--- src/rtl/inpass_pipe_config_pkg.sv ---
// Shared configuration layout for the input-pass pipeline: depth field sizing,
// config-bit offsets and the stage limit. The BelMap for ConfigBits uses these offsets.
package inpass_pipe_config_pkg;

  localparam int MAX_DEPTH_LIMIT  = 15;
  localparam int DEPTH_FIELD_BASE = 0;

  function automatic int depthBitsFor(input int maxDepth);
    return $clog2(maxDepth + 1);
  endfunction

  function automatic int depthFieldOffset(input int ch, input int depthBits);
    return DEPTH_FIELD_BASE + ch * depthBits;
  endfunction

  function automatic int ceEnIndex(input int width, input int depthBits);
    return DEPTH_FIELD_BASE + width * depthBits;
  endfunction

  function automatic logic my_mux2(input logic sel, input logic a0, input logic a1);
    return sel ? a1 : a0;
  endfunction

endpackage

--- src/rtl/inpass_pipe_config_delay_line.sv ---
// One-bit delay line with MAX_DEPTH reset taps and a clamped combinational tap select.
module inpass_delay_line
  import inpass_pipe_config_pkg::*;
#(
  parameter int MAX_DEPTH  = 3,
  parameter int DEPTH_BITS = 2
) (
  input  logic                  UserCLK,
  input  logic                  UserRST,
  input  logic                  advance,
  input  logic                  din,
  input  logic [DEPTH_BITS-1:0] depth,
  output logic                  dout
);

  localparam int Stages = (MAX_DEPTH > MAX_DEPTH_LIMIT) ? MAX_DEPTH_LIMIT :
                          (MAX_DEPTH < 1) ? 1 : MAX_DEPTH;
  localparam logic [DEPTH_BITS-1:0] MaxCode = DEPTH_BITS'(Stages);

  logic [Stages:1]       taps;
  logic [DEPTH_BITS-1:0] tapSel;

  // Every tap shifts on each advance regardless of the selected depth,
  // so a depth change exposes history that is already captured.
  always_ff @(posedge UserCLK) begin
    if (UserRST) begin
      taps <= '0;
    end else if (advance) begin
      taps[1] <= din;
      for (int k = 2; k <= Stages; k++) begin
        taps[k] <= taps[k-1];
      end
    end
  end

  assign tapSel = (depth > MaxCode) ? MaxCode : depth;

  generate
    if (Stages == 1) begin : g_mux2
      assign dout = my_mux2(tapSel != '0, din, taps[1]);
    end else begin : g_muxn
      always_comb begin
        dout = din;
        for (int k = 1; k <= Stages; k++) begin
          if (tapSel == DEPTH_BITS'(k)) dout = taps[k];
        end
      end
    end
  endgenerate

endmodule

--- src/rtl/inpass_pipe_config.sv ---
// Configurable input-pass block: WIDTH independent channels, each delayed by
// 0..MAX_DEPTH register stages selected from static ConfigBits, with optional CE gating.
module inpass_pipe_config
  import inpass_pipe_config_pkg::*;
#(
  parameter int WIDTH        = 4,
  parameter int MAX_DEPTH    = 3,
  parameter int DEPTH_BITS   = depthBitsFor(MAX_DEPTH),
  parameter int NoConfigBits = WIDTH * DEPTH_BITS + 1
) (
  input  logic                    UserCLK,
  input  logic                    UserRST,
  input  logic [WIDTH-1:0]        I,
  input  logic                    CE,
  output logic [WIDTH-1:0]        O,
  input  logic [NoConfigBits-1:0] ConfigBits
);

  localparam int CeEnIdx = ceEnIndex(WIDTH, DEPTH_BITS);

  logic ceEn;
  logic advance;

  assign ceEn    = ConfigBits[CeEnIdx];
  assign advance = !UserRST && (!ceEn || CE);

  generate
    for (genvar c = 0; c < WIDTH; c++) begin : g_ch
      inpass_delay_line #(
        .MAX_DEPTH (MAX_DEPTH),
        .DEPTH_BITS(DEPTH_BITS)
      ) u_line (
        .UserCLK(UserCLK),
        .UserRST(UserRST),
        .advance(advance),
        .din    (I[c]),
        .depth  (ConfigBits[depthFieldOffset(c, DEPTH_BITS) +: DEPTH_BITS]),
        .dout   (O[c])
      );
    end
  endgenerate

endmodule

--- config.mk ---
export PLATFORM = sky130hd
export DESIGN_NAME = inpass_pipe_config
export DESIGN_NICKNAME = d
export VERILOG_FILES = /design/src/rtl/inpass_pipe_config_pkg.sv /design/src/rtl/inpass_pipe_config_delay_line.sv /design/src/rtl/inpass_pipe_config.sv
export SDC_FILE = /design/constraint.sdc
export NUM_CORES = 1
export LEC_CHECK = 0
export CAP_MARGIN = 20
export CORE_AREA = 2 2 39 41
export DETAILED_ROUTE_END_ITERATION = 8
export DIE_AREA = 0 0 41 43
export HOLD_SLACK_MARGIN = 0.02
export PLACE_DENSITY_LB_ADDON = 0.08
export SETUP_SLACK_MARGIN = 0.4
export SYNTH_ARGS = -nofsm -noshare
export SYNTH_HDL_FRONTEND = slang
export SYNTH_HIERARCHICAL = 1
export SYNTH_SLANG_ARGS = --single-unit
--- constraint.sdc ---
create_clock -name UserCLK -period 2.3 [get_ports UserCLK]
set_input_delay 0.46 -clock UserCLK [delete_from_list [all_inputs] [get_ports UserCLK]]
set_output_delay 0.46 -clock UserCLK [all_outputs]
set_load 0.01 [all_outputs]
==> run_results.csv, run 1 <==
group,metric,value,unit
setup_path,required,1.84,ns
setup_path,r2r-start,"g_ch[2].u_line/taps[2]$_SDFFE_PP0P_",
setup_path,crit_buf_inv,2,
floorplanning,die_w,41,um
job,maxCapViolCount,0,
cells_and_area,largest-register,"g_ch.u_line/taps",
timing,fin_crit,1.82,ns
cells_and_area,largest_register_ffs,12,
floorplanning,core.rowCount,14,
cells_and_area,nets,84,
route,drtPass1Iterations,2,
global_routing,met1_usage,15.2,%
placement,hpwl,680,um
setup_path,cp_max_fo,1,
cells_and_area,insertedDiodeCount,0,
timing,setup_ws,0.479,ns
timing,finalSetupViolations,0,
setup_path,r2r-end,"g_ch[2].u_line/taps[3]$_SDFFE_PP0P_",
global_routing,use_met3,3.14,%
global_routing,antenna_found_initial,0,
global_routing,grt_pass1_vias,364,
placement,place_inst,79,
cells_and_area,instances_no_fill,83,
yosys,synthCells,42,
setup_path,cp_slowest_cell,"clkdlybuf4s50_1",
setup_path,critPathLaunchType,"primary input",
setup_path,max_stage_delay,0.47,ns
timing,drv_slew,0,
setup_path,critPathKind,"in -> out",
timing,worst_pin_slew,0.197,ns
route,drt_iter0_drc,2,
yosys,yosysSeqAreaShare,47.3,%
clock_tree,cts_tree,"yes",
setup_path,end_kind,"output pin",
route,wire_per_inst,10.9,um
status,status,"finished, final reports clean",
global_routing,met2_usage,17.8,%
power,p_sw,0.0967,mW
setup_path,crit_family,"buffers and inverters",
setup_path,r2r_setup_slack,1.67,ns
clock_tree,cts-root-buf,"clkbuf_4",
cells_and_area,drive_above_1_share,22.4,%
power,clockPowerShare,35.6,%
clock_tree,cts_setup_buffers,0,
setup_path,startpoint,"ConfigBits[5]",
yosys,syn_area,508,sq um
setup_path,rr_worst_depth,2,
clock_tree,insertion_delay,0.26,ns
route,final_antenna_net_count,0,
clock_tree,cts_sinks,12,
timing,clock_skew,0.00255,ns
clock_tree,clk_path_buf_depth,2,
global_routing,grt_start_max_net_pins,13,
floorplanning,io_pins,20,
cells_and_area,synthToLayoutAreaGrowth,51.2,%
setup_path,endpoint,"O[2]",
setup_path,path_cells,"clkdlybuf4s50_1 > mux4_2 > buf_6",
setup_path,cp.depth,3,
cells_and_area,utilization,55.5,%
timing,tns,0,ns
power,powerDensity,592,nW/um^2
route,wl,906,um
power,pwr-share-comb,16.1,%
timing,rsz0062_at_grt,"false",
power,switching_share,21.3,%
floorplanning,die_h,43,um
global_routing,grt_first_pass_wirelength,1.44,mm
yosys,ys_warn_count,6,
route,viasPerCell,4.88,
setup_path,critPathArrivalTime,1.36,ns
power,peakVddDrop,325,uV
timing,finalHoldViolations,0,
cells_and_area,final_cell_mix,"12 x mux2i_1, 12 x nor2_1, 12 x dfxtp_1",
power,p_seq_share,48.3,%
power,power.leakage,0.339,nW
clock_tree,clkTransAtPathRegs,0.07,ns
route,vias,405,
timing,max_freq,0.549,GHz
clock_tree,cts_buffers,3,
hold_path,min_path_type,"reg -> reg",
cells_and_area,top_regs,"g_ch.u_line/taps: 12 flops",
floorplanning,fp.dieArea,1760,sq um
placement,io_buffer_count,19,
global_routing,grt.total_usage,11.9,%
route,drc,0,
power,p_int,0.358,mW
floorplanning,core_area,1380,sq um
timing,fin_crit_sh,79.2,%
yosys,yosysUniqueCellTypes,6,
yosys,synth_nets,58,
global_routing,top_usage_layer,"met2",
placement,place_congestion,0.579,
yosys,synth_seq_cells,12,
yosys,synth.avg_cell_area,12.1,sq um
clock_tree,htree_levels,1,
placement,dp_slack,-0.0869,ns
timing,slew_headroom,86.9,%
floorplanning,initial_core_util,36.7,%
global_routing,overflow,0,
==> worst min-delay path: stages (launching register included) <==
cell     delay [ns]
dfxtp_1        0.33
mux2i_1        0.06
nor2_1         0.07
==> how the worst min path moves through the flow <==
stage / from / to / slack, ns / cells after the start
floorplan: g_ch[0].u_line/taps[3]$_SDFFE_PP0P_ / g_ch[0].u_line/taps[3]$_SDFFE_PP0P_ / 0.45 / 2
global placement: g_ch[1].u_line/taps[3]$_SDFFE_PP0P_ / g_ch[1].u_line/taps[3]$_SDFFE_PP0P_ / 0.47 / 2
detailed placement: g_ch[0].u_line/taps[3]$_SDFFE_PP0P_ / g_ch[0].u_line/taps[3]$_SDFFE_PP0P_ / 0.48 / 2
CTS: g_ch[0].u_line/taps[3]$_SDFFE_PP0P_ / g_ch[0].u_line/taps[3]$_SDFFE_PP0P_ / 0.50 / 2
global route: I[2] / g_ch[2].u_line/taps[1]$_SDFFE_PP0P_ / 0.50 / 3
finish: g_ch[0].u_line/taps[3]$_SDFFE_PP0P_ / g_ch[0].u_line/taps[3]$_SDFFE_PP0P_ / 0.49 / 2
==> power groups by stage <==
stage	registers, mW	logic, mW	clock network (mW)
after floorplan	0.223	0.0320	0
after global placement	0.224	0.0769	0
after detailed placement	0.224	0.0774	0
after CTS	0.220	0.0748	0.169
after global routing	0.221	0.0796	0.181
final	0.219	0.0732	0.162
==> layout make-up <==
type	instances	area, sq um
Timing Repair Buffer	21	204
Tap cell	16	20.0
Fill cell	139	616
Clock buffer	4	36.3
Multi-Input combinational cell	29	264
Sequential cell	12	240
Inverter	1	3.75
==> per-layer routing <==
metal	vias up	routed length (um)
li1	201	-
met1	191	382
met2	11	461
met3	2	55
met4	0	7
met5	-	0
==> cells by family after synthesis <==
group	share of synthesized area (%)
AND/OR/NAND/NOR	8.87
flip-flops	47.3
buffers and inverters	0.738
AO/OA/AOI/OAI	1.72
multiplexers	41.4
==> cells in the mapped netlist <==
master	instances	area, sq um
dfxtp_1	12	240
mux2i_1	12	120
nor2_1	12	45.0
mux4_2	4	90.1
a21oi_2	1	8.76
inv_1	1	3.75
==> through the flow <==
step / hold slack [ns] / instance area [sq um] / total power [mW]
3_5_place_dp: 0.481 / 733 / 0.302
5_1_grt: 0.502 / 768 / 0.481
6_report: 0.493 / 768 / 0.455
4_1_cts: 0.502 / 766 / 0.463
3_3_place_gp: 0.472 / 733 / 0.301
2_1_floorplan: 0.455 / 508 / 0.255
==> what timing repair did <==
| action | 4_1_cts | 5_1_grt |
|---|---|---|
| endpoints found under the setup margin | 4 | 1 |
| hold buffers | 0 | 0 |
| gates resized for setup | 27 | 1 |
Power figures use the tool's default switching activity.
==> run 2, diff against run 1 <==
Clock period 2.3 ns to 1.73 ns, I/O delays scaled along.
==> run_results.csv, run 2 (synthesis results as in run 1) <==
group,metric,value,unit
power,switching_share,21.7,%
power,powerDensity,742,nW/um^2
setup_path,cp_max_fo,1,
power,pwr-share-comb,17.4,%
cells_and_area,drive_above_1_share,39.2,%
power,p_int,0.484,mW
placement,dp_slack,-0.419,ns
global_routing,grt.total_usage,12.0,%
floorplanning,core.rowCount,14,
global_routing,antenna_found_initial,0,
setup_path,required,1.38,ns
route,drt_iter0_drc,4,
timing,fin_crit,1.54,ns
global_routing,grt_first_pass_wirelength,1.41,mm
timing,setup_ws,0.185,ns
timing,finalHoldViolations,0,
cells_and_area,largest-register,"g_ch.u_line/taps",
setup_path,critPathLaunchType,"primary input",
clock_tree,clkTransAtPathRegs,0.07,ns
cells_and_area,insertedDiodeCount,0,
power,power,0.618,mW
cells_and_area,num-fill-cells,133,
placement,hpwl,669,um
power,power.leakage,0.375,nW
clock_tree,htree_levels,1,
timing,rsz0062_at_grt,"true",
cells_and_area,top_regs,"g_ch.u_line/taps: 12 flops",
placement,place_congestion,0.587,
route,drc,0,
cells_and_area,design_area,832,sq um
clock_tree,insertion_delay,0.26,ns
route,wire_per_inst,9.93,um
timing,fin_crit_sh,89.3,%
power,clockPowerShare,35.3,%
floorplanning,die_w,41,um
clock_tree,cts_tree,"yes",
clock_tree,cts_buffers,3,
timing,max_freq,0.647,GHz
cells_and_area,multi_input_area,272,sq um
floorplanning,fp.dieArea,1760,sq um
clock_tree,clk_path_buf_depth,2,
power,p_seq_share,47.2,%
cells_and_area,final_cell_mix,"12 x mux2i_1, 12 x nor2_1, 9 x buf_4, 9 x dlygate4sd2_1, 7 x dfxtp_2",
hold_path,min_path_type,"in -> reg",
setup_path,end_kind,"output pin",
timing,worst_pin_slew,0.132,ns
clock_tree,cts_sinks,12,
setup_path,critPathKind,"in -> out",
route,viasPerCell,4.68,
setup_path,critPathArrivalTime,1.20,ns
timing,finalSetupViolations,0,
global_routing,overflow,0,
status,status,"finished, final reports clean",
placement,placed_area,771,sq um
clock_tree,hold_buffers,0,
placement,place_inst,83,
floorplanning,die_h,43,um
global_routing,grt_pass1_vias,360,
timing,slew_headroom,91.0,%
power,peakVddDrop,687,uV
cells_and_area,nets,91,
floorplanning,initial_core_util,36.7,%
cells_and_area,instances_no_fill,90,
job,maxCapViolCount,0,
cells_and_area,regArea,249,sq um
floorplanning,io_pins,20,
route,final_antenna_net_count,0,
floorplanning,core_area,1380,sq um
route,drtPass1Iterations,2,
cells_and_area,largest_register_ffs,12,
route,wl,894,um
timing,drv_slew,0,
power,p_sw,0.134,mW
clock_tree,cts-root-buf,"clkbuf_4",
cells_and_area,synthToLayoutAreaGrowth,63.8,%
global_routing,grt_start_max_net_pins,13,
route,vias,421,
placement,io_buffer_count,19,
timing,clock_skew,0.00149,ns
-- run 2: changes by cell type in the layout (fill, tap and decap cells not counted), moves of 2 or more --
cell | before | now
clkdlybuf4s50_1 | 7 | 3
buf_4 | 2 | 9
dfxtp_2 | 0 | 7
clkdlybuf4s15_1 | 0 | 3
dfxtp_1 | 12 | 5
dlygate4sd2_1 | 7 | 9
-- run 2: area by class of cell --
| type | instances | area share (%) |
|---|---|---|
| repair buffers | 28 | 30.2 |
| flip-flops and latches | 12 | 29.9 |
| clock buffers | 4 | 4.36 |
| well taps | 16 | 2.41 |
| inverters | 1 | 0.451 |
| multi-input cells | 29 | 32.6 |
-- run 2: metal layers --
layer	up-vias	routed length, um	track usage [%]
li1	217	-	-
met1	190	391	15.5
met2	12	422	16.9
met3	2	71	3.14
met4	0	8	8.00
met5	-	0	0
-- run 2: final timing paths --
kind | cells past startpoint | slack (ns) | start | endpoint
max reg2reg | 3 | 1.00 | g_ch[3].u_line/taps[1]$_SDFFE_PP0P_ | g_ch[3].u_line/taps[2]$_SDFFE_PP0P_
min reg2reg | 2 | 0.49 | g_ch[0].u_line/taps[3]$_SDFFE_PP0P_ | g_ch[0].u_line/taps[3]$_SDFFE_PP0P_
max | 3 | 0.19 | ConfigBits[4] | O[2]
min | 3 | 0.47 | I[2] | g_ch[2].u_line/taps[1]$_SDFFE_PP0P_
-- run 2: timing repair --
item | 4_1_cts | 5_1_grt
cloned | 0 | 0
endpoints found under the setup margin | 4 | 4
pin swaps | 0 | 0
setup buffers | 3 | 0
resized for setup | 39 | 3
-- run 2: worst max-delay path, stage by stage --
cell	delay, ns
dlygate4sd2_1	0.21
mux4_2	0.50
buf_6	0.14
-- run 2: through the flow --
| stage | utilization, % | setup TNS [ns] | hold WS (ns) |
|---|---|---|---|
| finish | 60.1 | 0 | 0.474 |
| global route | 60.1 | 0 | 0.515 |
| CTS | 59.9 | 0 | 0.469 |
| detailed placement | 55.7 | -1.66 | 0.479 |
| global placement | 55.7 | -1.66 | 0.473 |
| floorplan | - | 0 | 0.418 |
-- run 2: power by group through the flow --
| stage | Clock (mW) | Combinational (mW) | Sequential (mW) |
|---|---|---|---|
| after global routing | 0.242 | 0.116 | 0.293 |
| after CTS | 0.227 | 0.109 | 0.292 |
| after global placement | 0 | 0.111 | 0.298 |
| after detailed placement | 0 | 0.111 | 0.298 |
| after floorplan | 0 | 0.0436 | 0.296 |
| final | 0.218 | 0.108 | 0.292 |
==> patch 1, RTL diff (flow settings as in run 2) <==
`MAX_DEPTH` is set to 3 in 2 places; all go to 2.
--- a/src/rtl/inpass_pipe_config_delay_line.sv
+++ b/src/rtl/inpass_pipe_config_delay_line.sv
@@ -4,3 +4,3 @@
 #(
-  parameter int MAX_DEPTH  = 3,
+  parameter int MAX_DEPTH  = 2,
   parameter int DEPTH_BITS = 2
--- a/src/rtl/inpass_pipe_config.sv
+++ b/src/rtl/inpass_pipe_config.sv
@@ -6,3 +6,3 @@
   parameter int WIDTH        = 4,
-  parameter int MAX_DEPTH    = 3,
+  parameter int MAX_DEPTH    = 2,
   parameter int DEPTH_BITS   = depthBitsFor(MAX_DEPTH),
Check against the original RTL: not equivalent (a bounded check fails within 4 cycles, from zero or initial values and one cycle with UserRST high).
==> patch 1 against run 2 <==
  * Critical path depth is 1 higher
  * Combinational power is 27% lower
  * Non-clock buffer count is 6 lower
  * Wire length is 18% lower
  * Worst setup slack better by 0.25 ns
  * Sequential cell count is 4 lower
  * Clock skew is 0.0014 ns lower
  * Die area stayed put
  * First-iteration DRC count is 100% lower
  * Power is 33% lower
  * Design area is 29% lower
  * Sequential power is 32% lower
  * Area after synthesis is 30% lower
  * Global-route usage is 2.3 points lower
  * Critical endpoint is now O[3]
==> patch 1: results (changes against run 2) <==
## Outcome
* **result of the run** completed

## Clock network
* **clk_lat worst skew** 0.24 ns, -0.02 ns
* **clock slew at the register clock pins of the worst setup and hold paths** 0.05 ns, -0.02 ns
* **Post-CTS Repair Setup Buffers** 0, -3

## Timing
* **Period minus WS final** 1.30 ns, -0.249 ns
* **Worst Skew** 0.000119 ns, -0.00137 ns
* **Tightest Pin Transition** 0.131 ns, -0.000656 ns

## Place
* **dpl ws** -0.177 ns, +0.242 ns
* **half-perimeter wire length after detailed placement** 578 microns, -14%
* **number of placed instances, taps included** 76, -8.4%

## Detailed routing
* **detailed-route wire length on metal 1** 307 microns, -21%
* **detailed-routed wire length on met3** 80 microns, +13%
* **router iterations before antenna repair** 1, -1
* **highest metal layer with signal wires** met3
* **via count** 347, -18%

## Power
* **static leakage power** 0.287 nW, -23%
* **Power Sequential** 0.199 mW, -32%
* **reported clock group power** 0.133 mW, -39%

## Yosys
* **top area cells in the synthesized netlist** dfxtp_1 45%, mux2i_1 34%, nor2_1 8.4%
* **number of unique standard cell types used by synthesis** 7, +1
* **Synth Net Count** 54, -6.9%

## Cells and area
* **number of filler instances in the final layout** 163, +23%
* **largest registers** g_ch.u_line/taps (8)

## GRT
* **via count of the first global-routing pass** 309, -14%
* **largest net degree at the start of global routing** 9, -4
* **met1 track demand over resource** 12.0%, -3.5 points

## Setup path
* **worst endpoint data arrival time** 0.95 ns, -0.25 ns
* **number of cells on the worst reg-to-reg path** 2, -1

## Hold path
* **Worst Hold Launch** I[3]

patch 1: cell types whose count changed in the layout (fill, tap and decap cells not counted), moves of 3 or more:
cell / before / now
nand2_1: 0 / 4
dfxtp_2: 7 / 4
buf_4: 9 / 2
mux4_2: 4 / 0
buf_6: 4 / 1
o21ai_1: 0 / 4
nor2_1: 12 / 8
buf_2: 0 / 4
patch 1: kinds of logic (layout without fill, tap and decap cells):
family          after synthesis  count (layout)  synth area share, %
flops                         8               8                 44.8
mux                          12              12                 33.6
buf+inv                       1              26                 1.05
compound gates                5               5                 8.04
simple gates                 12              12                 12.6
patch 1: layout make-up:
cell class	instances	share of cell area, %
Clock buffer	3	3.80
Inverter	1	0.633
Multi-Input combinational cell	29	32.7
Sequential cell	8	27.8
Tap cell	16	3.38
Timing Repair Buffer	22	31.6
patch 1: critical path: stages:
cell and delay (ns):
dlygate4sd2_1 0.24, mux2i_1 0.11, o21ai_1 0.11, buf_2 0.14
==> patch 2, RTL diff (settings of run 2) <==
Without the edit above. Register the inputs `I`, `CE` and `ConfigBits` before use, without a reset. The logic sees them one clock later.
--- a/src/rtl/inpass_pipe_config.sv
+++ b/src/rtl/inpass_pipe_config.sv
@@ -20,2 +20,12 @@
 
+  logic [WIDTH-1:0] I_q;
+  logic CE_q;
+  logic [NoConfigBits-1:0] ConfigBits_q;
+
+  always_ff @(posedge UserCLK) begin
+      I_q          <= I;
+      CE_q         <= CE;
+      ConfigBits_q <= ConfigBits;
+  end
+
   logic ceEn;
@@ -23,4 +33,4 @@
 
-  assign ceEn    = ConfigBits[CeEnIdx];
-  assign advance = !UserRST && (!ceEn || CE);
+  assign ceEn    = ConfigBits_q[CeEnIdx];
+  assign advance = !UserRST && (!ceEn || CE_q);
 
@@ -35,4 +45,4 @@
         .advance(advance),
-        .din    (I[c]),
-        .depth  (ConfigBits[depthFieldOffset(c, DEPTH_BITS) +: DEPTH_BITS]),
+        .din    (I_q[c]),
+        .depth  (ConfigBits_q[depthFieldOffset(c, DEPTH_BITS) +: DEPTH_BITS]),
         .dout   (O[c])
Behaviour: not the same (Yosys sat finds a counterexample within 4 cycles, from zero or initial values and one cycle with UserRST high).
==> patch 2 against run 2 <==
  * Design area up 26%
  * Via count increased by 13%
  * Sequential cell count rose by 14
  * Area after synthesis is 55% higher
  * Global-route usage grew 2.2 points
  * Worst setup slack worse by 0.086 ns
  * Worst hold slack got worse by 0.014 ns
  * Power is 65% higher
  * Wire length up 22%
  * First-iteration DRC count is 75% lower
==> patch 2: results (changes against run 2) <==
## Outcome
* **result of the run** completed

## Detailed routing
* **average vias per placed instance** 4.86, +3.8%
* **detailed-route wire length on metal 1** 481 microns, +23%
* **highest metal layer with signal wires** met3
* **number of design-rule violations left by the first detailed-router iteration** 1, -3
* **detailed-routed wire length on met3** 50 microns, -30%
* **WL met2** 556 microns, +32%

## GRT
* **via count of the first global-routing pass** 456, +27%
* **first-pass GRT wire length** 1680 microns, +19%
* **largest net degree at the start of global routing** 15, +2
* **total global-route track usage** 14.2%, +2.2 points
* **global routing met2 resource utilization** 22.2%, +5.3 points
* **met1 track demand over resource** 17.2%, +1.7 points

## Setup path
* **worst endpoint data arrival time** 1.29 ns, +0.09 ns
* **worst reg2reg path startpoint** CE_q
* **worst setup path startpoint** ConfigBits_q[2]

## Clock network
* **clock slew at the register clock pins of the worst setup and hold paths** 0.12 ns, +0.05 ns
* **Post-CTS Repair Setup Buffers** 0, -3
* **Resized Gates After CTS** 20, -49%
* **largest buffer count on any clock path** 2, unchanged
* **buffer cell driving the clock tree root** clkbuf_4
* **clk_lat worst skew** 0.30 ns, +0.04 ns

## Place
* **dpl ws** 0.0931 ns, +0.512 ns
* **post-placement cell area** 0.00102 sq mm, +32%
* **number of placed instances, taps included** 94, +13%

## Yosys
* **Synth Net Count** 72, +24%
* **leading post-synthesis cells by instance count** 26 x dfxtp_1, 12 x mux2i_1, 12 x nor2_1, 4 x mux4_2
* **part of the Yosys area used for sequential elements** 66.0%, +19 points
* **Mapped Cells** 56, +33%
* **top area cells in the synthesized netlist** dfxtp_1 66%, mux2i_1 15%, mux4_2 11%

## Power
* **Max rail drop VDD** 0.680 mV, -1.1%
* **static leakage power** 0.441 nW, +17%
* **power attributed to combinational cells** 0.0948 mW, -12%
* **clock network fraction of design power** 28.1%, -7.2 points

## Cells and area
* **fraction of final layout cells with drive strength greater than 1** 24.4%, -15 points
* **# nets final** 99, +8.8%
* **largest registers** g_ch.u_line/taps (12), ConfigBits_q (9), I_q (4)
* **Layout Cells excl Fill** 98, +8.9%
* **number of filler instances in the final layout** 95, -29%
* **n_diodes** 0, unchanged

## Timing
* **Worst Skew** 0.000915 ns, -0.000573 ns

## Hold path
* **Worst Hold Launch** ConfigBits[0]

==> patch 2: cell types whose count changed after synthesis, sizes merged <==
cell and change:
dfxtp +14
==> patch 2: logic make-up (layout without fill, tap and decap cells) <==
family	after synthesis	in the layout	share of synthesized area, %
muxes	16	16	26.7
and+or+nand+nor	12	12	5.71
DFF	26	26	66.0
buffers and inverters	1	27	0.476
AOI/OAI and AO/OA	1	1	1.11
==> patch 2: final cells by class <==
type	instances	area [sq um]	area share (%)
clock buffers	4	36.3	3.46
inverters	1	3.75	0.358
multi-input cells	29	264	25.2
flip-flops and latches	26	526	50.1
well taps	16	20.0	1.91
repair buffers	22	199	19.0
==> patch 2: worst paths after layout <==
check / endpoint / slack (ns) / cells past startpoint
min: ConfigBits_q[0] / 0.46 / 1
min reg2reg: g_ch[3].u_line/taps[3] / 0.51 / 2
max reg2reg: g_ch[0].u_line/taps[2] / 0.71 / 5
max: O[1] / 0.1 / 2
